File: src/rtl/systolic_array_pkg.sv
// Shared types and constants for the systolic array sequencer slice.
// N (array dimension, power of two >= 2) and WIDTH (element width) live here,
// so the row type, the stream interface and the sequencer always agree on them.
package systolic_array_pkg;

  localparam int unsigned N         = 4;
  localparam int unsigned WIDTH     = 16;
  localparam int unsigned ROW_IDX_W = $clog2(N);
  localparam int unsigned GAP_W     = 4;  // holds ISSUE_GAP in 0..15

  typedef logic [N*WIDTH-1:0]   row_t;
  typedef logic [ROW_IDX_W-1:0] row_idx_t;

  typedef enum logic [2:0] {
    StIdle,
    StLoadW,
    StLoadIp,
    StWaitOut,
    StDone
  } seq_state_t;

  // One array-port beat as driven for a single cycle.
  typedef struct packed {
    logic     weight_en;
    logic     input_en;
    logic     partial_en;
    row_idx_t row_in;
    row_idx_t row_ps;
    row_t     data;
    row_t     partials;
  } issue_t;

endpackage

File: src/rtl/systolic_array_sequencer_if.sv
// Row-buffer stream between the tensor-core row buffer and the sequencer.
//   src_valid   : row buffer has a row
//   src_ready   : sequencer accepts the row this cycle (valid && ready)
//   src_row     : weight row or input row
//   src_partial : partial-sum row, ignored while loading weights
// master = row buffer side, slave = sequencer side.
interface systolic_array_sequencer_if;
  import systolic_array_pkg::*;

  logic src_valid;
  logic src_ready;
  row_t src_row;
  row_t src_partial;

  modport master (output src_valid, output src_row, output src_partial, input src_ready);
  modport slave  (input src_valid, input src_row, input src_partial, output src_ready);

endinterface

File: src/rtl/systolic_array_issue_reg.sv
// Registered one-cycle driver for the systolic array memory-side port.
// A beat strobe captures type, row index and data; the port shows the beat on the
// following cycle only and falls back to all zeros unless another beat arrives.
//   beat/is_weight/idx/row/partial : beat request from the sequencer
//   weight_en/input_en/partial_en  : array write enables
//   row_in_en/row_ps_en            : input/weight and partial row indices
//   array_in/array_in_partials     : row data and partial data to the array
module systolic_array_issue_reg
  import systolic_array_pkg::*;
(
  input  logic     clk,
  input  logic     nRST,
  input  logic     beat,
  input  logic     is_weight,
  input  row_idx_t idx,
  input  row_t     row,
  input  row_t     partial,
  output logic     weight_en,
  output logic     input_en,
  output logic     partial_en,
  output row_idx_t row_in_en,
  output row_idx_t row_ps_en,
  output row_t     array_in,
  output row_t     array_in_partials
);

  issue_t issue_d, issue_q;

  always_comb begin
    issue_d = '0;
    if (beat) begin
      issue_d.weight_en  = is_weight;
      issue_d.input_en   = !is_weight;
      issue_d.partial_en = !is_weight;
      issue_d.row_in     = idx;
      issue_d.data       = row;
      // Weight beats carry no partial row; keep that side of the port quiet.
      if (!is_weight) begin
        issue_d.row_ps   = idx;
        issue_d.partials = partial;
      end
    end
  end

  always_ff @(posedge clk or negedge nRST) begin
    if (!nRST) begin
      issue_q <= '0;
    end else begin
      issue_q <= issue_d;
    end
  end

  assign weight_en         = issue_q.weight_en;
  assign input_en          = issue_q.input_en;
  assign partial_en        = issue_q.partial_en;
  assign row_in_en         = issue_q.row_in;
  assign row_ps_en         = issue_q.row_ps;
  assign array_in          = issue_q.data;
  assign array_in_partials = issue_q.partials;

endmodule

File: src/rtl/systolic_array_sequencer.sv
// Sequences one matrix job through the systolic array: optional N weight rows,
// then N input rows paired with N partial rows, then waits for N result rows and
// a drained array before pulsing done.
//   clk, nRST                 : clock, asynchronous active-low reset
//   start, load_weights       : job start (IDLE only) and weight-reload select
//   busy, done, err           : job active, completion pulse, sticky result-order error
//   src                       : row-buffer stream (slave side)
//   weight_en .. array_in_partials : registered array write port
//   fifo_has_space, drained   : array input FIFO space, array empty of work
//   out_en, row_out           : result row valid and its index
module systolic_array_sequencer
  import systolic_array_pkg::*;
#(
  parameter int unsigned ISSUE_GAP = 1
) (
  input  logic                       clk,
  input  logic                       nRST,
  input  logic                       start,
  input  logic                       load_weights,
  output logic                       busy,
  output logic                       done,
  output logic                       err,
  systolic_array_sequencer_if.slave  src,
  output logic                       weight_en,
  output logic                       input_en,
  output logic                       partial_en,
  output row_idx_t                   row_in_en,
  output row_idx_t                   row_ps_en,
  output row_t                       array_in,
  output row_t                       array_in_partials,
  input  logic                       fifo_has_space,
  input  logic                       drained,
  input  logic                       out_en,
  input  row_idx_t                   row_out
);

  localparam logic [GAP_W-1:0]   GapLoad = GAP_W'(ISSUE_GAP);
  localparam logic [ROW_IDX_W:0] OutAll  = (ROW_IDX_W + 1)'(N);
  localparam row_idx_t           RowLast = row_idx_t'(N - 1);

  seq_state_t         state_q, state_d;
  row_idx_t           row_cnt_q, row_cnt_d;
  logic [ROW_IDX_W:0] out_cnt_q, out_cnt_d;
  logic [GAP_W-1:0]   gap_cnt_q, gap_cnt_d;
  logic               err_q, err_d;
  logic               src_ready;
  logic               accept;
  logic               track;

  // Ready never looks at src_valid so the row buffer can use it to decide.
  always_comb begin
    src_ready = 1'b0;
    case (state_q)
      StLoadW:  src_ready = 1'b1;
      StLoadIp: src_ready = fifo_has_space && (gap_cnt_q == '0);
      default:  src_ready = 1'b0;
    endcase
  end

  assign src.src_ready = src_ready;
  assign accept        = src.src_valid && src_ready;
  // Results can start returning while inputs are still streaming in.
  assign track = out_en && (out_cnt_q != OutAll) &&
                 ((state_q == StLoadIp) || (state_q == StWaitOut));

  always_comb begin
    state_d   = state_q;
    row_cnt_d = row_cnt_q;
    out_cnt_d = out_cnt_q;
    err_d     = err_q;
    gap_cnt_d = (gap_cnt_q != '0) ? gap_cnt_q - 1'b1 : '0;

    if (track) begin
      out_cnt_d = out_cnt_q + 1'b1;
      if (row_out != out_cnt_q[ROW_IDX_W-1:0]) begin
        err_d = 1'b1;
      end
    end

    case (state_q)
      StIdle: begin
        if (start) begin
          state_d   = load_weights ? StLoadW : StLoadIp;
          err_d     = 1'b0;
          row_cnt_d = '0;
          out_cnt_d = '0;
          gap_cnt_d = '0;
        end
      end
      StLoadW, StLoadIp: begin
        if (accept) begin
          // N is a power of two, so the increment wraps N-1 back to 0.
          row_cnt_d = row_cnt_q + row_idx_t'(1);
          if (state_q == StLoadIp) begin
            gap_cnt_d = GapLoad;
          end
          if (row_cnt_q == RowLast) begin
            state_d = (state_q == StLoadW) ? StLoadIp : StWaitOut;
          end
        end
      end
      StWaitOut: begin
        if ((out_cnt_q == OutAll) && drained) begin
          state_d = StDone;
        end
      end
      StDone: begin
        state_d   = StIdle;
        out_cnt_d = '0;
      end
      default: state_d = StIdle;
    endcase
  end

  always_ff @(posedge clk or negedge nRST) begin
    if (!nRST) begin
      state_q   <= StIdle;
      row_cnt_q <= '0;
      out_cnt_q <= '0;
      gap_cnt_q <= '0;
      err_q     <= 1'b0;
    end else begin
      state_q   <= state_d;
      row_cnt_q <= row_cnt_d;
      out_cnt_q <= out_cnt_d;
      gap_cnt_q <= gap_cnt_d;
      err_q     <= err_d;
    end
  end

  assign busy = (state_q != StIdle);
  assign done = (state_q == StDone);
  assign err  = err_q;

  systolic_array_issue_reg u_issue (
    .clk               (clk),
    .nRST              (nRST),
    .beat              (accept),
    .is_weight         (state_q == StLoadW),
    .idx               (row_cnt_q),
    .row               (src.src_row),
    .partial           (src.src_partial),
    .weight_en         (weight_en),
    .input_en          (input_en),
    .partial_en        (partial_en),
    .row_in_en         (row_in_en),
    .row_ps_en         (row_ps_en),
    .array_in          (array_in),
    .array_in_partials (array_in_partials)
  );

endmodule

File: src/flat_wrapper.sv
// flat-port wrapper written by rule: the top's interface ports become plain ports
module systolic_array_sequencer_flat import systolic_array_pkg::*;
#(
  parameter int unsigned ISSUE_GAP = 1
)
  (clk, nRST, start, load_weights, busy, done, err, weight_en, input_en, partial_en, row_in_en, row_ps_en, array_in, array_in_partials, fifo_has_space, drained, out_en, row_out, src_src_valid, src_src_row, src_src_partial, src_src_ready);
  systolic_array_sequencer_if src_i ();
  input  logic clk;
  input  logic nRST;
  input  logic start;
  input  logic load_weights;
  output logic busy;
  output logic done;
  output logic err;
  output logic weight_en;
  output logic input_en;
  output logic partial_en;
  output row_idx_t row_in_en;
  output row_idx_t row_ps_en;
  output row_t array_in;
  output row_t array_in_partials;
  input  logic fifo_has_space;
  input  logic drained;
  input  logic out_en;
  input  row_idx_t row_out;
  input wire logic [$bits(src_i.src_valid)-1:0] src_src_valid;
  input wire logic [$bits(src_i.src_row)-1:0] src_src_row;
  input wire logic [$bits(src_i.src_partial)-1:0] src_src_partial;
  output wire logic [$bits(src_i.src_ready)-1:0] src_src_ready;
  assign src_i.src_valid = src_src_valid;
  assign src_i.src_row = src_src_row;
  assign src_i.src_partial = src_src_partial;
  assign src_src_ready = src_i.src_ready;
  systolic_array_sequencer #(.ISSUE_GAP(ISSUE_GAP)) u_core (.clk(clk), .nRST(nRST), .start(start), .load_weights(load_weights), .busy(busy), .done(done), .err(err), .src(src_i), .weight_en(weight_en), .input_en(input_en), .partial_en(partial_en), .row_in_en(row_in_en), .row_ps_en(row_ps_en), .array_in(array_in), .array_in_partials(array_in_partials), .fifo_has_space(fifo_has_space), .drained(drained), .out_en(out_en), .row_out(row_out));
endmodule
File: config.mk
export PLATFORM = sky130hd
export DESIGN_NAME = systolic_array_sequencer_flat
export DESIGN_NICKNAME = d
export VERILOG_FILES = /design/src/rtl/systolic_array_pkg.sv /design/src/rtl/systolic_array_sequencer_if.sv /design/src/rtl/systolic_array_issue_reg.sv /design/src/rtl/systolic_array_sequencer.sv /design/src/flat_wrapper.sv
export SDC_FILE = /design/constraint.sdc
export NUM_CORES = 1
export LEC_CHECK = 0
export CAP_MARGIN = 20
export CORE_MARGIN = 4
export CORE_UTILIZATION = 35
export DETAILED_ROUTE_END_ITERATION = 10
export GPL_TIMING_DRIVEN = 0
export PLACE_DENSITY_LB_ADDON = 0.15
export SKIP_LAST_GASP = 1
export SYNTH_ARGS = -nofsm -noshare
export SYNTH_HDL_FRONTEND = slang
export SYNTH_SLANG_ARGS = --single-unit
File: constraint.sdc
create_clock -name clk -period 2.14 [get_ports clk]
set_input_delay 0.428 -clock clk [delete_from_list [all_inputs] [get_ports clk]]
set_output_delay 0.428 -clock clk [all_outputs]
set_load 0.02 [all_outputs]
==> flow_summary.yaml <==
drt:
  wl_per_cell_um: 16.8
  drt-total-wl_um: 14500
  vias: 3834
  firstDrtPassIters: 4
  ant_nets: 0
  drt_iter0_drc: 128
  via_per_inst: 4.45
  drc: 0
critical_path:
  crit_fanout: 7
  r2r_cells: 7
  critical_path_required_ps: 1710
  crit_type: "reg -> out"
  arrival_ps: 1640
  rr_endpoint: "u_core.row_cnt_q[1]$_DFFE_PN0P_"
  startpoint: "u_core.gap_cnt_q[0]$_DFF_PN0_"
  r2r_setup_slack_ps: 230
  cp-end-kind: "primary output"
  timing.rr.start: "u_core.gap_cnt_q[0]$_DFF_PN0_"
  cp-start-kind: "register"
place:
  pre_cts_ws_ps: -525
  dpl.cell_count: 830
  port_buffers: 275
  hpwl_um: 11000
  gp_congestion: 0.774
sta:
  tns_ps: 0
  min_period_ps: 2070
  setup_viol: 0
  fin_ws_ps: 68.3
  hold_slack_ps: 40.4
  rsz0062_at_grt: "true"
  fin_crit_sh_pct: 96.8
  finalHoldViolCount: 0
  tightest_slew_ps: 724
  max_freq_ghz: 0.483
  drv_slew: 0
  finClkSkew_ps: 4.58
  max_slew_margin_pct: 51.8
die:
  die_width_um: 129
  row_count: 43
  initial_core_util_pct: 36.3
  die_h_um: 129
  core_um2: 14100
  io_pins: 277
  die_area_um2: 16600
clock_tree:
  cts_buffers: 17
  clk_latency_ps: 410
  clockBufferDepth: 2
  clock_sinks: 147
  htreeDepth: 4
  holdBufCountCts: 0
  path_clk_slew_ps: 60
  clock_tree.root_cell: "clkbuf_16"
  cts_tree: "yes"
power_and_ir_drop:
  power_per_cell_area_nw_per_um2: 1010
  leakagePower_nw: 4.25
  vdd_drop_max_uv: 523
  power_mw: 8.82
synthesis:
  avgSynthCellArea_um2: 13.7
  synth.top_cell.area_share_pct: 71.9
  netlist_top_cells_count: "147 x dfrtp_1, 67 x and2_1, 67 x and3_1, 13 x clkbuf_1, 13 x nor2_1"
  ys_async_sr_fraction_pct: 100
  synth_top_area_cell: "dfrtp_1"
  synthFlopType: "dfrtp_1"
  ys_types: 38
  yosysWarnings: 0
  synth_edf_count: 0
  yosysSeqAreaShare_pct: 71.9
  synthesis.area_um2: 5120
  syn-instance-count: 374
  ys_ff_latch: 147
  synth_area_leaders: "dfrtp_1 72%, and2_1 8.2%, and3_1 8.2%, ha_1 1.2%, clkbuf_1 0.95%"
  yosysMostFrequentCell: "dfrtp_1"
  synth_nets: 517
global_routing:
  grt_pass1_wl_um: 22300
  antenna_found_initial: 0
  grt_max_degree: 82
  grt_pass1_vias: 4212
  grt-ovfl-total: 0
  grt_use_total_pct: 17.5
final_layout:
  multi_input_area_um2: 1290
  seqCellArea_um2: 3680
  finalNetCount: 812
  final.fill_count: 1129
  diodes: 0
  drive_above_1_share_pct: 8.65
  layout.cells.non_filler: 862
  area_growth_pct: 71.0
run_status:
  status: "complete, no violations"
hold_path:
  worstHoldPathType: "in -> async"
job:
  drv_cap: 0
## timing repair
item / 4_1_cts / 5_1_grt
pin swaps: 1 / 1
setup endpoints to repair: 3 / 2
setup buffers: 1 / 0
resized for setup: 7 / 6
## routing by layer
| metal | global-route usage (%) | wire length (µm) |
|---|---|---|
| met3 | 7.68 | 1600 |
| met5 | 0 | 0 |
| met1 | 19.7 | 5450 |
| met2 | 29.2 | 7060 |
| met4 | 7.23 | 354 |
## power by group
group	switching (mW)	internal [mW]
sequential	0.165	3.13
combinational	1.26	1.20
clock	1.14	1.93
## registers in the layout, summed over array words and instances (netlist names)
register,count
u_core.state_q,3
u_core.u_issue.input_en,1
u_core.err,1
u_core.u_issue.array_in,64
u_core.row_cnt_q,2
u_core.u_issue.row_ps_en,2
u_core.u_issue.array_in_partials,64
u_core.gap_cnt_q,4
u_core.u_issue.row_in_en,2
u_core.out_cnt_q,3
u_core.u_issue.weight_en,1
## worst max-delay path: stages, from the launching register on
cell and delay (ps):
dfrtp_1 400, inv_2 90, ha_4 150, and4bb_4 260, a21o_4 160, clkbuf_4 180
## through the flow
step,utilization [%],cell area [µm²]
finish,62.1,8750
global route,62.1,8750
CTS,62.0,8740
detailed placement,57.6,8120
global placement,57.4,8090
floorplan,-,5120
## kinds of logic (layout without fill, tap and decap cells)
| logic type | count (synthesis) | in the layout | share of synthesized area (%) |
|---|---|---|---|
| and+or+nand+nor | 166 | 166 | 20.2 |
| buffers and inverters | 33 | 341 | 3.08 |
| DFF | 147 | 147 | 71.9 |
| muxes | 4 | 4 | 0.831 |
| AOI/OAI and AO/OA | 14 | 14 | 1.96 |
| xor gates and xnor gates | 5 | 5 | 0.856 |
| adders and majority gates | 5 | 5 | 1.22 |
## worst max path at each step
stage                                                  endpoint  slack, ps  cells after the start
after detailed placement                          src_src_ready       -530                      5
after global placement    u_core.u_issue.array_in[28]$_DFF_PN0_      -5060                      1
after CTS                                         src_src_ready        -40                      5
after global routing                              src_src_ready        -10                      5
final                                             src_src_ready         70                      5
after floorplan                 u_core.row_cnt_q[1]$_DFFE_PN0P_        470                      6
## area by class of cell
class                   instances  share of cell area [%]
repair buffers                277                    31.8
clock inverters                11                    1.70
clock buffers                  21                    5.38
inverters                       7                   0.300
well taps                     180                    2.57
multi-input cells             194                    14.8
plain buffers                  25                    1.44
flip-flops and latches        147                    42.0
## placed cells by master (no fill, tap or decap), drive strengths merged, types with 3 or more instances in the layout
cell type,count
inv,10
nand2,3
nor3b,3
clkdlybuf4s50,271
xnor2,4
and3,67
bufinv,3
and2,68
clkbuf,36
clkinvlp,3
buf,15
a21oi,5
nor2,14
ha,5
dfrtp,147
Power figures use the tool's default switching activity.
